--- src/rtl/supercar_if.sv ---
// Handshake and LED-bar bundle between a scan controller and its requester.
// The master side issues start/stop/tick; the slave side is the controller.
interface supercar_if #(
  parameter int N_LED = 8
) ();
  localparam int PW = $clog2(N_LED);

  logic             start;
  logic             stop;
  logic             tick;
  logic             pres_en;
  logic             pres_clr;
  logic [N_LED-1:0] led;
  logic [PW-1:0]    pos;
  logic             dir;
  logic             busy;
  logic             bounce;
  logic             done;

  modport master (
    output start, stop, tick,
    input  pres_en, pres_clr, led, pos, dir, busy, bounce, done
  );

  modport slave (
    input  start, stop, tick,
    output pres_en, pres_clr, led, pos, dir, busy, bounce, done
  );
endinterface

--- src/rtl/supercar_ctrl.sv ---
// Back-and-forth LED scanner: one lit LED sweeps the bar, advancing one position
// every DWELL prescaler ticks, optionally stopping after BOUNCES round trips.
module supercar_ctrl #(
  parameter int N_LED   = 8,
  parameter int DWELL   = 1,
  parameter int BOUNCES = 0
) (
  input  logic      clk,
  input  logic      rst,
  supercar_if.slave bus
);
  localparam int PW = $clog2(N_LED);
  localparam int DW = $clog2(DWELL + 1);
  localparam int SW = (BOUNCES > 0) ? $clog2(BOUNCES + 1) : 1;

  localparam logic [0:0] S_IDLE = 1'b0;
  localparam logic [0:0] S_RUN  = 1'b1;

  logic [0:0]       state_q,    state_d;
  logic [PW-1:0]    pos_q,      pos_d;
  logic             dir_q,      dir_d;
  logic [DW-1:0]    dwell_q,    dwell_d;
  logic [SW-1:0]    sweep_q,    sweep_d;
  logic [N_LED-1:0] led_q,      led_d;
  logic             busy_q,     busy_d;
  logic             pres_en_q,  pres_en_d;
  logic             pres_clr_q, pres_clr_d;
  logic             bounce_q,   bounce_d;
  logic             done_q,     done_d;

  always_comb begin
    state_d    = state_q;
    pos_d      = pos_q;
    dir_d      = dir_q;
    dwell_d    = dwell_q;
    sweep_d    = sweep_q;
    pres_clr_d = 1'b0;
    bounce_d   = 1'b0;
    done_d     = 1'b0;

    case (state_q)
      S_IDLE: begin
        if (bus.start && !bus.stop) begin
          state_d    = S_RUN;
          pos_d      = '0;
          dir_d      = 1'b0;
          dwell_d    = '0;
          sweep_d    = '0;
          pres_clr_d = 1'b1;
        end
      end
      default: begin
        if (bus.stop) begin
          state_d = S_IDLE;
          pos_d   = '0;
          dir_d   = 1'b0;
        end else if (bus.tick) begin
          if (dwell_q == DW'(DWELL - 1)) begin
            dwell_d = '0;
            if (!dir_q) begin
              pos_d = pos_q + PW'(1);
              if (pos_d == PW'(N_LED - 1)) begin
                dir_d    = 1'b1;
                bounce_d = 1'b1;
              end
            end else begin
              pos_d = pos_q - PW'(1);
              if (pos_d == '0) begin
                dir_d    = 1'b0;
                bounce_d = 1'b1;
                sweep_d  = sweep_q + SW'(1);
                // Round trip complete at LED 0; pos/dir are already at rest values.
                if (BOUNCES != 0 && sweep_d == SW'(BOUNCES)) begin
                  state_d = S_IDLE;
                  done_d  = 1'b1;
                end
              end
            end
          end else begin
            dwell_d = dwell_q + DW'(1);
          end
        end
      end
    endcase

    busy_d    = (state_d == S_RUN);
    pres_en_d = busy_d;
    led_d     = busy_d ? (N_LED'(1) << pos_d) : '0;
  end

  always_ff @(posedge clk) begin
    if (rst) begin
      state_q    <= S_IDLE;
      pos_q      <= '0;
      dir_q      <= 1'b0;
      dwell_q    <= '0;
      sweep_q    <= '0;
      led_q      <= '0;
      busy_q     <= 1'b0;
      pres_en_q  <= 1'b0;
      pres_clr_q <= 1'b0;
      bounce_q   <= 1'b0;
      done_q     <= 1'b0;
    end else begin
      state_q    <= state_d;
      pos_q      <= pos_d;
      dir_q      <= dir_d;
      dwell_q    <= dwell_d;
      sweep_q    <= sweep_d;
      led_q      <= led_d;
      busy_q     <= busy_d;
      pres_en_q  <= pres_en_d;
      pres_clr_q <= pres_clr_d;
      bounce_q   <= bounce_d;
      done_q     <= done_d;
    end
  end

  assign bus.pos      = pos_q;
  assign bus.dir      = dir_q;
  assign bus.led      = led_q;
  assign bus.busy     = busy_q;
  assign bus.pres_en  = pres_en_q;
  assign bus.pres_clr = pres_clr_q;
  assign bus.bounce   = bounce_q;
  assign bus.done     = done_q;
endmodule

--- src/flat_wrapper.sv ---
// flat-port wrapper written by rule: the top's interface ports become plain ports
module supercar_ctrl_flat 
#(
  parameter int N_LED   = 8,
  parameter int DWELL   = 1,
  parameter int BOUNCES = 0
)
  (clk, rst, bus_start, bus_stop, bus_tick, bus_pres_en, bus_pres_clr, bus_led, bus_pos, bus_dir, bus_busy, bus_bounce, bus_done);
  supercar_if #(.N_LED(N_LED)) bus_i ();
  input  logic clk;
  input  logic rst;
  input wire logic [$bits(bus_i.start)-1:0] bus_start;
  input wire logic [$bits(bus_i.stop)-1:0] bus_stop;
  input wire logic [$bits(bus_i.tick)-1:0] bus_tick;
  output wire logic [$bits(bus_i.pres_en)-1:0] bus_pres_en;
  output wire logic [$bits(bus_i.pres_clr)-1:0] bus_pres_clr;
  output wire logic [$bits(bus_i.led)-1:0] bus_led;
  output wire logic [$bits(bus_i.pos)-1:0] bus_pos;
  output wire logic [$bits(bus_i.dir)-1:0] bus_dir;
  output wire logic [$bits(bus_i.busy)-1:0] bus_busy;
  output wire logic [$bits(bus_i.bounce)-1:0] bus_bounce;
  output wire logic [$bits(bus_i.done)-1:0] bus_done;
  assign bus_i.start = bus_start;
  assign bus_i.stop = bus_stop;
  assign bus_i.tick = bus_tick;
  assign bus_pres_en = bus_i.pres_en;
  assign bus_pres_clr = bus_i.pres_clr;
  assign bus_led = bus_i.led;
  assign bus_pos = bus_i.pos;
  assign bus_dir = bus_i.dir;
  assign bus_busy = bus_i.busy;
  assign bus_bounce = bus_i.bounce;
  assign bus_done = bus_i.done;
  supercar_ctrl #(.N_LED(N_LED), .DWELL(DWELL), .BOUNCES(BOUNCES)) u_core (.clk(clk), .rst(rst), .bus(bus_i));
endmodule
--- config.mk ---
export PLATFORM = sky130hd
export DESIGN_NAME = supercar_ctrl_flat
export DESIGN_NICKNAME = d
export VERILOG_FILES = /design/src/rtl/supercar_if.sv /design/src/rtl/supercar_ctrl.sv /design/src/flat_wrapper.sv
export SDC_FILE = /design/constraint.sdc
export NUM_CORES = 1
export LEC_CHECK = 0
export CORE_UTILIZATION = 43
export DETAILED_ROUTE_END_ITERATION = 7
export GPL_TIMING_DRIVEN = 0
export PLACE_DENSITY = 0.76
export SETUP_SLACK_MARGIN = 0.4
export SYNTH_ARGS = -nofsm -noshare
export SYNTH_HDL_FRONTEND = slang
export SYNTH_SLANG_ARGS = --single-unit
--- constraint.sdc ---
create_clock -name clk -period 1.8 [get_ports clk]
set_input_delay 0.36 -clock clk [delete_from_list [all_inputs] [get_ports clk]]
set_output_delay 0.36 -clock clk [all_outputs]
set_load 0.01 [all_outputs]
After elaboration in Yosys (flattened, before gate mapping)
Cells that the tools add are included.
{ "classes": {"n_lt_le_gt_ge": 0, "n_bitwise": 3, "eq_ne": 5, "muxes": 23, "multipliers": 0, "shift": 1, "div": 0, "add_sub_neg": 3, "n_reduce_logical": 9} }
{ "op_table": {"columns": ["op", "n"], "rows": [
  ["$mux W3", 6],
  ["$mux W1", 17],
  ["$shl A1 B3 Y8 const A", 1],
  ["$ne A3 B3 Y1 const B", 2],
  ["$reduce_and A3 Y1", 2],
  ["$reduce_or A5 Y1", 1],
  ["$ne A2 B2 Y1 const B", 2],
  ["$reduce_or A2 Y1", 2],
  ["$add A3 B1 Y3 const B", 1],
  ["$eq A3 B3 Y1 const B", 1],
  ["$logic_not A3 Y1", 1],
  ["$not A1 Y1", 3],
  ["$sub A3 B1 Y3 const B", 1],
  ["$reduce_bool A2 Y1", 1],
  ["$add A1 B1 Y1 const B", 1],
  ["$logic_and A1 B1 Y1", 1],
  ["$logic_not A1 Y1", 1]
]} }
{ "totals": {"in_bits": 5, "word_cells": 51, "mem_bits_ro": 0, "mem_bits_rw": 0, "memories": 0, "out_inout_bits": 17, "latchBits": 0, "register_bits": 16} }

Depth between registers and ports, before layout
Gate-level depths: netlist of run 1.
{ "depth": {"depth_word": 8, "mapped_depth": 6, "depth_no_buf": 6} }

Worst setup path after synthesis of run 1
No wires, ideal clock.
{ "synth_path": {"kind": "register to register", "startpoint": "register u_core.pos_q[0] (netlist: u_core.bus.pos[0])", "endpoint": "register u_core.led_q[2] (netlist: u_core.bus.led[2])", "arrival_ps": 1467, "period_less_slack_ps": 1583, "n_path_buf": 0, "path_stages_with_launch": 7, "required_ps": 1684, "setup_slack_ps": 217, "setup_ps": 116, "path_cell_list": "dfxtp_1 inv_1 ha_1 xor2_1 a32oi_4 nand2b_1 nor2_1"} }
{ "synth_between": {"elab_chain_cells": 7, "elab_cells_between_ends": 9, "cone_classes": "add/sub (2); shift (1); mux (6)"} }
{ "synth_lines": {"columns": ["item", "line_no", "source"], "rows": [
  ["start: declaration", "supercar_ctrl.sv:20", "logic [PW-1:0] pos_q, pos_d;"],
  ["start signal: assignment", "supercar_ctrl.sv:106", "pos_q <= pos_d;"],
  ["$add A3 B1 Y3 or $sub A3 B1 Y3 (tied branches)", "supercar_ctrl.sv:61, supercar_ctrl.sv:67", null],
  ["$mux W3", "supercar_ctrl.sv:60", "if (!dir_q) begin"],
  ["$mux W3", "supercar_ctrl.sv:58", "if (dwell_q == DW'(DWELL - 1)) begin"],
  ["$mux W3", "supercar_ctrl.sv:57", "end else if (bus.tick) begin"],
  ["$mux W3", "supercar_ctrl.sv:53", "if (bus.stop) begin"],
  ["$mux W3 *", "supercar_ctrl.sv:41", "case (state_q)"],
  ["$shl A1 B3 Y8 *", "supercar_ctrl.sv:88", "led_d = busy_d ? (N_LED'(1) << pos_d) : '0;"],
  ["end signal: assignment", "supercar_ctrl.sv:110", "led_q <= led_d;"],
  ["end: declaration", "supercar_ctrl.sv:24", "logic [N_LED-1:0] led_q, led_d;"]
]} }
Mark *: on every way between the ends. The rest lies on a longest branch, timed or not.
A chain may end at the register's enable or synchronous reset.

==> impl_summary.log, run 1 <==
INFO  metric syn-cell-area = 672 um^2
INFO  metric layout-drive-gt1-share = 0.440
INFO  metric grt_max_degree = 9
INFO  metric nNetsFinal = between 100 and 150
INFO  metric cts_buffer_depth = 2
INFO  metric synth_area_leaders = sky130_fd_sc_hd__dfxtp_1 45%, sky130_fd_sc_hd__ha_1 7.4%, sky130_fd_sc_hd__nor2_1 5.6%
INFO  metric holdBufCountCts = 0
INFO  metric initial_core_util = 0.486
INFO  metric min_delay_worst_endpoint = u_core.bus.pres_en
INFO  metric grt-ovfl-total = 0
INFO  metric hp-class = input pin to flip-flop
INFO  metric clock-root-buffer = sky130_fd_sc_hd__clkbuf_4
INFO  metric overall_power_consumption = 603 uW
INFO  metric outcome = finished, final reports clean
INFO  metric synth_area_leader_cell = sky130_fd_sc_hd__dfxtp_1
INFO  metric yosys_most_used_dff = sky130_fd_sc_hd__dfxtp_1
INFO  metric antenna_found_initial = 0
INFO  metric critPathArrivalTime = 1.78 ns
INFO  metric post_synth.cell_area_avg = 10.3 um^2
INFO  metric io_buffer_count = 20
INFO  metric dieHeight = 41.5 um
INFO  metric ant_nets = 0
INFO  metric via_count = 611
INFO  metric average_wire_per_standard_cell = ~14 um
INFO  metric cts_bufs_inserted = 3
INFO  metric critPathMaxFanout = 5
INFO  metric diodes = 0
INFO  metric dieWidth = 41.5 um
INFO  metric final_max_slew_viol_count = 0
INFO  metric globalRouteTotalUtil = 0.204
INFO  metric hold_start = bus_stop
INFO  metric power_density = 545 nW/um^2
INFO  metric leakagePower = 0.533 nW
INFO  metric crit_chain = buf_6, or3b_4, a32oi_4, nand2b_4, nor2_1
INFO  metric tritoncts = done
INFO  metric async_reset_ff_frac = 0
INFO  metric minimum_setup_slack_after_placement = -0.231 ns
INFO  metric dpl_cell_area = between 900 and 1000 um^2
INFO  metric fin_skew = about 0.0040 ns
INFO  metric worstPathBufferInverterCount = 1
INFO  metric synth-edff-count = 0
INFO  metric worst_path_dominant_cell_family = simple AND/OR/NAND/NOR gates
INFO  metric yosys.cell_types.count = 24
INFO  metric mappedNetlistNets = 74
INFO  metric fmax = approximately 630 MHz
INFO  metric row_count = 13
INFO  metric die_area = 1720 um^2
INFO  metric cts.sinks = 15
INFO  metric synth.ff_latch_count = 15
INFO  metric rd_place_congestion = 0.730
INFO  metric synth_commonest_cells = 15 x sky130_fd_sc_hd__dfxtp_1, 10 x sky130_fd_sc_hd__nor2_1, 4 x sky130_fd_sc_hd__ha_1
INFO  metric r2r-start = u_core.bus.pres_en
INFO  metric critical_path_source_type = flip-flop
INFO  metric synth_most_common_cell = sky130_fd_sc_hd__dfxtp_1
INFO  metric utilization = 0.801
INFO  metric setup_repair_after_global_routing_missed_its_margin = true
INFO  metric worstHoldPathCells = 2
INFO  metric n_fill_cell = 89
INFO  metric worstSkewPairLatency = 0.28 ns
INFO  metric detailedPlacementHpwl = 1080 um
INFO  metric timing.final.crit_share = 0.884
INFO  metric path_class = flip-flop to flip-flop
INFO  metric totalWireLength = 1650 um
INFO  metric worst_setup_hold_path_clk_slew = 0.09 ns
INFO  metric drt-pass1-iter-count = 4
INFO  metric drt_drc_violations_left = 0
INFO  metric rr_worst_depth = 5
INFO  metric postLayoutCellArea = 1110 um^2
INFO  metric crit_path_max_incr_delay = 0.43 ns
INFO  metric area.growth.synth_to_final = 64.8%
INFO  metric pin_count = 22
INFO  metric synth_sequential_area_ratio = 0.447
INFO  metric cap_violations = 0
INFO  metric number_of_global_route_vias_before_repair = 580
INFO  metric yosys.area.top_type_share = 0.447
INFO  metric postSynthCellCount = 65
INFO  metric final_critical_path_setup_slack = 0.208 ns
INFO  metric core = approximately 1400 um^2
INFO  metric violation_count_after_the_first_detailed_route_iteration = 3
INFO  metric grt_first_pass_wirelength = about 2600 um
INFO  metric crit-reg2reg-capture = u_core.bus.led[6]
INFO  metric h-tree-depth = 1
INFO  metric cp.required = approximately 2 ns
INFO  metric slowest_stage = sky130_fd_sc_hd__or3b_4
INFO  metric hold_viol_final = 0
INFO  metric r2r_slack = 0.21 ns
INFO  metric yosys_warnings = 0
INFO  metric detail_route.vias_per_cell = 5.31
INFO  metric finalSetupViolations = 0
INFO  metric ir_drop = 0.457 mV
INFO  metric period_minus_slack = 1.59 ns
INFO  metric setup.worst_path.end_class = flip-flop
power breakdown:
| part | total, mW | switching (mW) | internal (mW) |
|---|---|---|---|
| combinational | 0.0765 | 0.0380 | 0.0385 |
| sequential | 0.332 | 0.00174 | 0.330 |
| clock | 0.195 | 0.109 | 0.0860 |
metrics by stage:
stage / cells / hold WS, ns / setup TNS (ns)
after CTS: 113 / 0.556 / 0
after global routing: 115 / 0.453 / 0
final: 115 / 0.441 / 0
after floorplan: 65 / 0.423 / 0
after detailed placement: 100 / 0.566 / -1.58
after global placement: 100 / 0.557 / -1.36
state kept, by name (all words and copies together), names as in the netlist:
| register | count |
|---|---|
| u_core.bus.pres_en | 1 |
| u_core.bus.pres_clr | 1 |
| u_core.bus.dir | 1 |
| u_core.bus.bounce | 1 |
| u_core.bus.led | 8 |
| u_core.bus.pos | 3 |
worst max-delay path by stage:
stage	from	end	slack (ns)	cells past startpoint
6_report	u_core.bus.pres_en	u_core.bus.led[6]	0.21	5
5_1_grt	u_core.bus.pres_en	u_core.bus.led[6]	0.17	5
4_1_cts	bus_tick	u_core.bus.led[7]	0.23	5
3_5_place_dp	bus_stop	u_core.bus.led[2]	-0.23	5
3_3_place_gp	bus_stop	u_core.bus.led[2]	-0.22	5
2_1_floorplan	u_core.bus.pres_en	u_core.bus.led[2]	0.41	4
cell type report:
class                           instances  area (um^2)  area share
Multi-Input combinational cell         46          453       0.409
Inverter                                2         7.51     0.00678
Sequential cell                        15          317       0.286
Tap cell                               15         18.8      0.0169
Buffer                                  2         15.0      0.0136
Clock buffer                            4         26.3      0.0237
Timing Repair Buffer                   31          270       0.244
routing by layer:
| layer | vias to the layer above | part of all wire | wire, um | global-route usage |
|---|---|---|---|---|
| li1 | 293 | - | - | - |
| met1 | 294 | 0.43 | 704 | 0.223 |
| met2 | 18 | 0.51 | 843 | 0.366 |
| met3 | 6 | 0.036 | 60 | 0.0478 |
| met4 | 0 | 0.024 | 40 | 0.0968 |
| met5 | - | 0 | 0 | 0 |
placed cells by master (no fill, tap or decap), types with 2 or more instances in the layout:
master,Yosys,routed
sky130_fd_sc_hd__dlygate4sd2_1,0,16
sky130_fd_sc_hd__dfxtp_1,15,10
sky130_fd_sc_hd__buf_4,2,9
sky130_fd_sc_hd__nor2_1,10,7
sky130_fd_sc_hd__buf_6,0,4
sky130_fd_sc_hd__dfxtp_4,0,4
sky130_fd_sc_hd__and3b_1,3,3
sky130_fd_sc_hd__nor2_2,0,3
sky130_fd_sc_hd__nand2_1,3,3
sky130_fd_sc_hd__clkbuf_4,0,3
sky130_fd_sc_hd__inv_2,0,2
sky130_fd_sc_hd__nand3_1,3,2
sky130_fd_sc_hd__xor2_1,2,2
sky130_fd_sc_hd__nand2b_4,0,2
sky130_fd_sc_hd__ha_1,4,2
sky130_fd_sc_hd__clkbuf_2,0,2
logic make-up (layout without fill, tap and decap cells):
group,count (synthesis),after routing,synth area share
simple gates,28,28,0.231
buf+inv,4,39,0.0335
fa+ha+maj,4,4,0.0745
other cells,1,1,0.00558
flops,15,15,0.447
mux,2,2,0.0298
compound gates,8,8,0.140
xor+xnor,3,3,0.0391
timing repair:
action	4_1_cts	5_1_grt
buffers inserted	9	2
pin swaps	6	4
resized for setup	37	13
setup endpoints to repair	28	13
worst reg2reg max path, stage by stage (launching register included):
cell                       delay, ns
sky130_fd_sc_hd__dfxtp_4        0.35
sky130_fd_sc_hd__buf_6          0.11
sky130_fd_sc_hd__or3b_4         0.43
sky130_fd_sc_hd__a32oi_4        0.36
sky130_fd_sc_hd__nand2b_4       0.20
sky130_fd_sc_hd__nor2_1         0.04
Power figures use the tool's default switching activity.
==> inputs of run 2 (changes only) <==
--- a/config.mk
+++ b/config.mk
@@ -9,5 +9,6 @@
 export DETAILED_ROUTE_END_ITERATION = 7
-export GPL_TIMING_DRIVEN = 0
+export GPL_TIMING_DRIVEN = 1
 export PLACE_DENSITY = 0.76
 export SETUP_SLACK_MARGIN = 0.4
+export SKIP_CTS_REPAIR_TIMING = 1
 export SYNTH_ARGS = -nofsm -noshare
--- a/constraint.sdc
+++ b/constraint.sdc
@@ -3,2 +3,2 @@
 set_output_delay 0.36 -clock clk [all_outputs]
-set_load 0.01 [all_outputs]
+set_load 0.02 [all_outputs]
==> impl_summary.log, run 2 (synthesis gave the netlist of run 1 again) <==
INFO  metric timing.final.crit_share = 0.932
INFO  metric average_wire_per_standard_cell = approximately 16 um
INFO  metric cts.sinks = 15
INFO  metric drt_drc_violations_left = 0
INFO  metric cp.required = 1.44 ns
INFO  metric detail_route.vias_per_cell = 5.19
INFO  metric area.growth.synth_to_final = 70.9%
INFO  metric critical_path_source_type = flip-flop
INFO  metric pin_count = 22
INFO  metric tns = 0 ns
INFO  metric number_of_global_route_vias_before_repair = around 550
INFO  metric grt_max_degree = 10
INFO  metric ir_drop = 0.400 mV
INFO  metric hp-class = input pin to flip-flop
INFO  metric period_minus_slack = 1.68 ns
INFO  metric layout-drive-gt1-share = 0.447
INFO  metric finalSetupViolations = 0
INFO  metric violation_count_after_the_first_detailed_route_iteration = 5
INFO  metric sequentialPowerShare = 0.555
INFO  metric largest_register_ffs = 8
INFO  metric fin_skew = 0.0171 ns
INFO  metric setup_repair_after_global_routing_missed_its_margin = true
INFO  metric cap_violations = 0
INFO  metric worstSkewPairLatency = between 0.2 and 0.3 ns
INFO  metric dieWidth = ~42 um
INFO  metric drt-met1-wl = 807 um
INFO  metric drt-pass1-iter-count = 4
INFO  metric crit_path_max_incr_delay = 0.62 ns
INFO  metric antenna_found_initial = 0
INFO  metric combinationalPowerShare = 0.132
INFO  metric clock-root-buffer = sky130_fd_sc_hd__clkbuf_4
INFO  metric met2_length = 949 um
INFO  metric hold_viol_final = 0
INFO  metric h-tree-depth = 1
INFO  metric grt_first_pass_wirelength = 2530 um
INFO  metric diodes = 0
INFO  metric io_buffer_count = 20
INFO  metric worst_setup_hold_path_clk_slew = 0.10 ns
INFO  metric via_count = 613
INFO  metric tritoncts = done
INFO  metric top_metal_used = met4
INFO  metric core = between 1000 and 1500 um^2
INFO  metric layout_common_cells = 17 x sky130_fd_sc_hd__dlymetal6s2s_1, 15 x sky130_fd_sc_hd__buf_4, 11 x sky130_fd_sc_hd__dfxtp_1
INFO  metric path_class = flip-flop to primary output
INFO  metric rd_place_congestion = 0.790
INFO  metric power.clock.fraction = 0.314
INFO  metric worst_path_dominant_cell_family = buffers and inverters
INFO  metric critPathArrivalTime = approximately 1.3 ns
INFO  metric sw_frac_of_total = 0.248
INFO  metric leakagePower = 0.723 nW
INFO  metric detailedPlacementHpwl = 1120 um
INFO  metric crit_chain = clkdlybuf4s50_1
INFO  metric dieHeight = around 42 um
INFO  metric row_count = 13
INFO  metric cts_bufs_inserted = 3
INFO  metric cts_buffer_depth = 2
INFO  metric totalWireLength = 1870 um
INFO  metric nNetsFinal = 113
INFO  metric slowest_stage = sky130_fd_sc_hd__clkdlybuf4s50_1
INFO  metric fmax = 596 MHz
INFO  metric die_area = 1720 um^2
INFO  metric critPathMaxFanout = 6
INFO  metric outcome = finished, final reports clean
INFO  metric p_switching = 150 uW
INFO  metric final_max_slew_viol_count = 0
INFO  metric initial_core_util = 0.486
INFO  metric globalRouteTotalUtil = 0.193
INFO  metric final-instance-count-excl-fill = around 120
INFO  metric setup.worst_path.end_class = primary output
INFO  metric dr_wl_met3 = 86 um
INFO  metric intPower = 455 uW
INFO  metric ant_nets = 0
INFO  metric final_common_cell = sky130_fd_sc_hd__dlymetal6s2s_1
INFO  metric power_density = ~530 nW/um^2
INFO  metric worstPathBufferInverterCount = 1
INFO  metric grt-ovfl-total = 0
INFO  metric place_inst = between 100 and 150
run 2: cell count changes in the layout (fill, tap and decap cells not counted), moves of 3 or more:
| cell | delta |
|---|---|
| sky130_fd_sc_hd__dlygate4sd2_1 | -16 |
| sky130_fd_sc_hd__dlymetal6s2s_1 | +16 |
| sky130_fd_sc_hd__buf_4 | +6 |
| sky130_fd_sc_hd__buf_6 | -3 |
run 2: routing by layer:
layer  vias up  GRT usage
li1        297          -
met1       292      0.253
met2        20      0.300
met3         4     0.0522
met4         0     0.0774
met5         -          0
run 2: per-stage QoR:
step | hold slack [ns] | total power [mW] | instance area (um^2) | worst slack (ns) | util
6_report | 0.412 | 0.605 | 1150 | 0.123 | 0.831
5_1_grt | 0.458 | 0.636 | 1150 | 0.0749 | 0.831
4_1_cts | 0.576 | 0.601 | 977 | 0.0299 | 0.707
3_5_place_dp | 0.562 | 0.409 | 950 | -0.124 | 0.687
3_3_place_gp | 0.551 | 0.408 | 950 | -0.0805 | 0.687
2_1_floorplan | 0.423 | 0.377 | 693 | 0.405 | -
run 2: worst paths after layout:
path	slack [ns]	depth (start not counted)	startpoint	to
max	0.12	1	u_core.bus.pos[2]	bus_pos[2]
min reg2reg	0.63	2	u_core.bus.dir	u_core.bus.dir
max reg2reg	0.27	7	u_core.bus.pos[0]	u_core.bus.dir
min	0.41	3	bus_start	u_core.bus.pres_en
run 2: tightest hold or removal path: cells and delay by family:
family	cells	cell delay, ns
buffers and inverters	1	0.13
AND/OR/NAND/NOR	2	0.17
run 2: cell type report:
type	count	area, um^2
fillers	78	234
multi-input cells	46	418
inverters	2	10.0
clock inverters	1	5.00
flip-flops and latches	15	313
well taps	15	18.8
repair buffers	36	362
clock buffers	3	22.5
run 2: power by group through the flow:
stage / clock network, mW / logic, mW / registers (mW)
4_1_cts: 0.199 / 0.0645 / 0.337
3_5_place_dp: 0 / 0.0640 / 0.345
2_1_floorplan: 0 / 0.0281 / 0.349
5_1_grt: 0.215 / 0.0839 / 0.336
3_3_place_gp: 0 / 0.0631 / 0.345
6_report: 0.190 / 0.0798 / 0.336
==> inputs of run 3 (changes only) <==
CTS_CLUSTER_DIAMETER = 50   (was not set)
clock period = 1.64 ns   (was 1.8 ns; I/O delays follow)
==> impl_summary.log, run 3 (synthesis gave the netlist of run 1 again) <==
INFO  metric timing.final.crit_share = 0.945
INFO  metric setup_repair_after_global_routing_missed_its_margin = true
INFO  metric setup.worst_path.end_class = flip-flop
INFO  metric cts_buffer_depth = 2
INFO  metric grt_max_degree = 10
INFO  metric worst_setup_hold_path_clk_slew = 0.10 ns
INFO  metric initial_core_util = 0.486
INFO  metric dieHeight = 41.5 um
INFO  metric final_max_slew_viol_count = 0
INFO  metric diodes = 0
INFO  metric fmax = between 600 and 700 MHz
INFO  metric die_area = approximately 1700 um^2
INFO  metric nNetsFinal = between 100 and 150
INFO  metric critical_path_source_type = flip-flop
INFO  metric pin_count = 22
INFO  metric number_of_global_route_vias_before_repair = 591
INFO  metric leakagePower = around 0.71 nW
INFO  metric clock-root-buffer = sky130_fd_sc_hd__clkbuf_4
INFO  metric cp.required = 1.84 ns
INFO  metric finalSetupViolations = 0
INFO  metric worstSkewPairLatency = approximately 0.30 ns
INFO  metric ant_nets = 0
INFO  metric tritoncts = done
INFO  metric io_buffer_count = 20
INFO  metric power_density = 567 nW/um^2
INFO  metric hp-class = input pin to flip-flop
INFO  metric cap_violations = 0
INFO  metric fin_skew = just under 0.008 ns
INFO  metric h-tree-depth = 1
INFO  metric outcome = finished, final reports clean
INFO  metric area.growth.synth_to_final = 83.6%
INFO  metric core = around 1400 um^2
INFO  metric row_count = 13
INFO  metric largest_register_ffs = 8
INFO  metric average_wire_per_standard_cell = 20.6 um
INFO  metric detailedPlacementHpwl = 1170 um
INFO  metric globalRouteTotalUtil = 0.191
INFO  metric totalWireLength = 2490 um
INFO  metric hold_viol_final = 0
INFO  metric detail_route.vias_per_cell = 5.60
INFO  metric r2r_slack = approximately 0.09 ns
INFO  metric overall_power_consumption = 699 uW
INFO  metric grt-ovfl-total = 0
INFO  metric critPathMaxFanout = 6
INFO  metric rr_worst_depth = 4
INFO  metric drt_drc_violations_left = 0
INFO  metric layout_common_cells = 14 x sky130_fd_sc_hd__dlymetal6s2s_1, 14 x sky130_fd_sc_hd__buf_4, 11 x sky130_fd_sc_hd__dfxtp_1
INFO  metric antenna_found_initial = 0
INFO  metric dieWidth = 41.5 um
INFO  metric utilization = 0.892
INFO  metric path_class = flip-flop to flip-flop
INFO  metric violation_count_after_the_first_detailed_route_iteration = 15
INFO  metric ir_drop = slightly below 0.5 mV
INFO  metric n_fill_cell = 61
INFO  metric drt-pass1-iter-count = 4
INFO  metric worstHoldPathCells = 3
INFO  metric place_inst = 107
INFO  metric hold_ws = 0.445 ns
INFO  metric rd_place_congestion = 0.744
INFO  metric grt_first_pass_wirelength = between 2000 and 2500 um
INFO  metric layout-drive-gt1-share = 0.557
INFO  metric cts_bufs_inserted = 3
INFO  metric period_minus_slack = 1.55 ns
INFO  metric via_count = a little under 700
INFO  metric cts.sinks = 15
INFO  metric critPathArrivalTime = 1.75 ns
INFO  metric final-instance-count-excl-fill = 121
run 3: cell count changes in the layout (fill, tap and decap cells not counted), moves of 2 or more:
cell,delta
sky130_fd_sc_hd__clkbuf_2,+2
sky130_fd_sc_hd__buf_6,+6
sky130_fd_sc_hd__nand3_1,-2
sky130_fd_sc_hd__nor3_2,+2
sky130_fd_sc_hd__nand3_2,+2
sky130_fd_sc_hd__nor3_1,-2
sky130_fd_sc_hd__dlymetal6s2s_1,-3
run 3: final cells by class:
class | count | area, um^2 | share of cell area
timing repair buffer | 39 | 384 | 0.311
sequential | 15 | 315 | 0.256
tap | 15 | 18.8 | 0.0152
inverter | 2 | 12.5 | 0.0101
multi-input combinational | 46 | 477 | 0.386
clock buffer | 4 | 26.3 | 0.0213
run 3: metrics by stage:
step                      TNS, ns  area (um^2)  setup slack (ns)
after global routing            0         1230            0.0118
after floorplan                 0          702             0.256
final                           0         1230            0.0900
after detailed placement    -2.52          973            -0.281
after global placement      -1.96          973            -0.228
after CTS                  -0.136         1000            -0.106
run 3: critical path, stage by stage, from the launching register on:
cell,delay (ns)
sky130_fd_sc_hd__dfxtp_4,0.39
sky130_fd_sc_hd__or3b_4,0.46
sky130_fd_sc_hd__a32oi_4,0.36
sky130_fd_sc_hd__nand2b_4,0.20
sky130_fd_sc_hd__nor2_1,0.04
run 3: worst paths after layout:
path,endpoint,startpoint
setup / recovery,u_core.bus.led[2],u_core.bus.pres_en
hold / removal,u_core.bus.pres_en,bus_start
setup reg to reg,u_core.bus.led[2],u_core.bus.pres_en
hold reg to reg,u_core.bus.dir,u_core.bus.dir
run 3: per-layer routing:
metal / part of all wire / global-route usage / up-vias
met4: 0.044 / 0.123 / 0
met5: 0 / 0 / -
li1: - / - / 306
met2: 0.47 / 0.331 / 29
met1: 0.43 / 0.207 / 332
met3: 0.056 / 0.0435 / 11
run 3: power by group:
part	total (mW)	leakage (nW)	switching, mW	internal (mW)
clock	0.227	0.0150	0.132	0.0948
sequential	0.367	0.124	0.00446	0.363
combinational	0.105	0.572	0.0514	0.0535
total	0.699	0.712	0.188	0.511
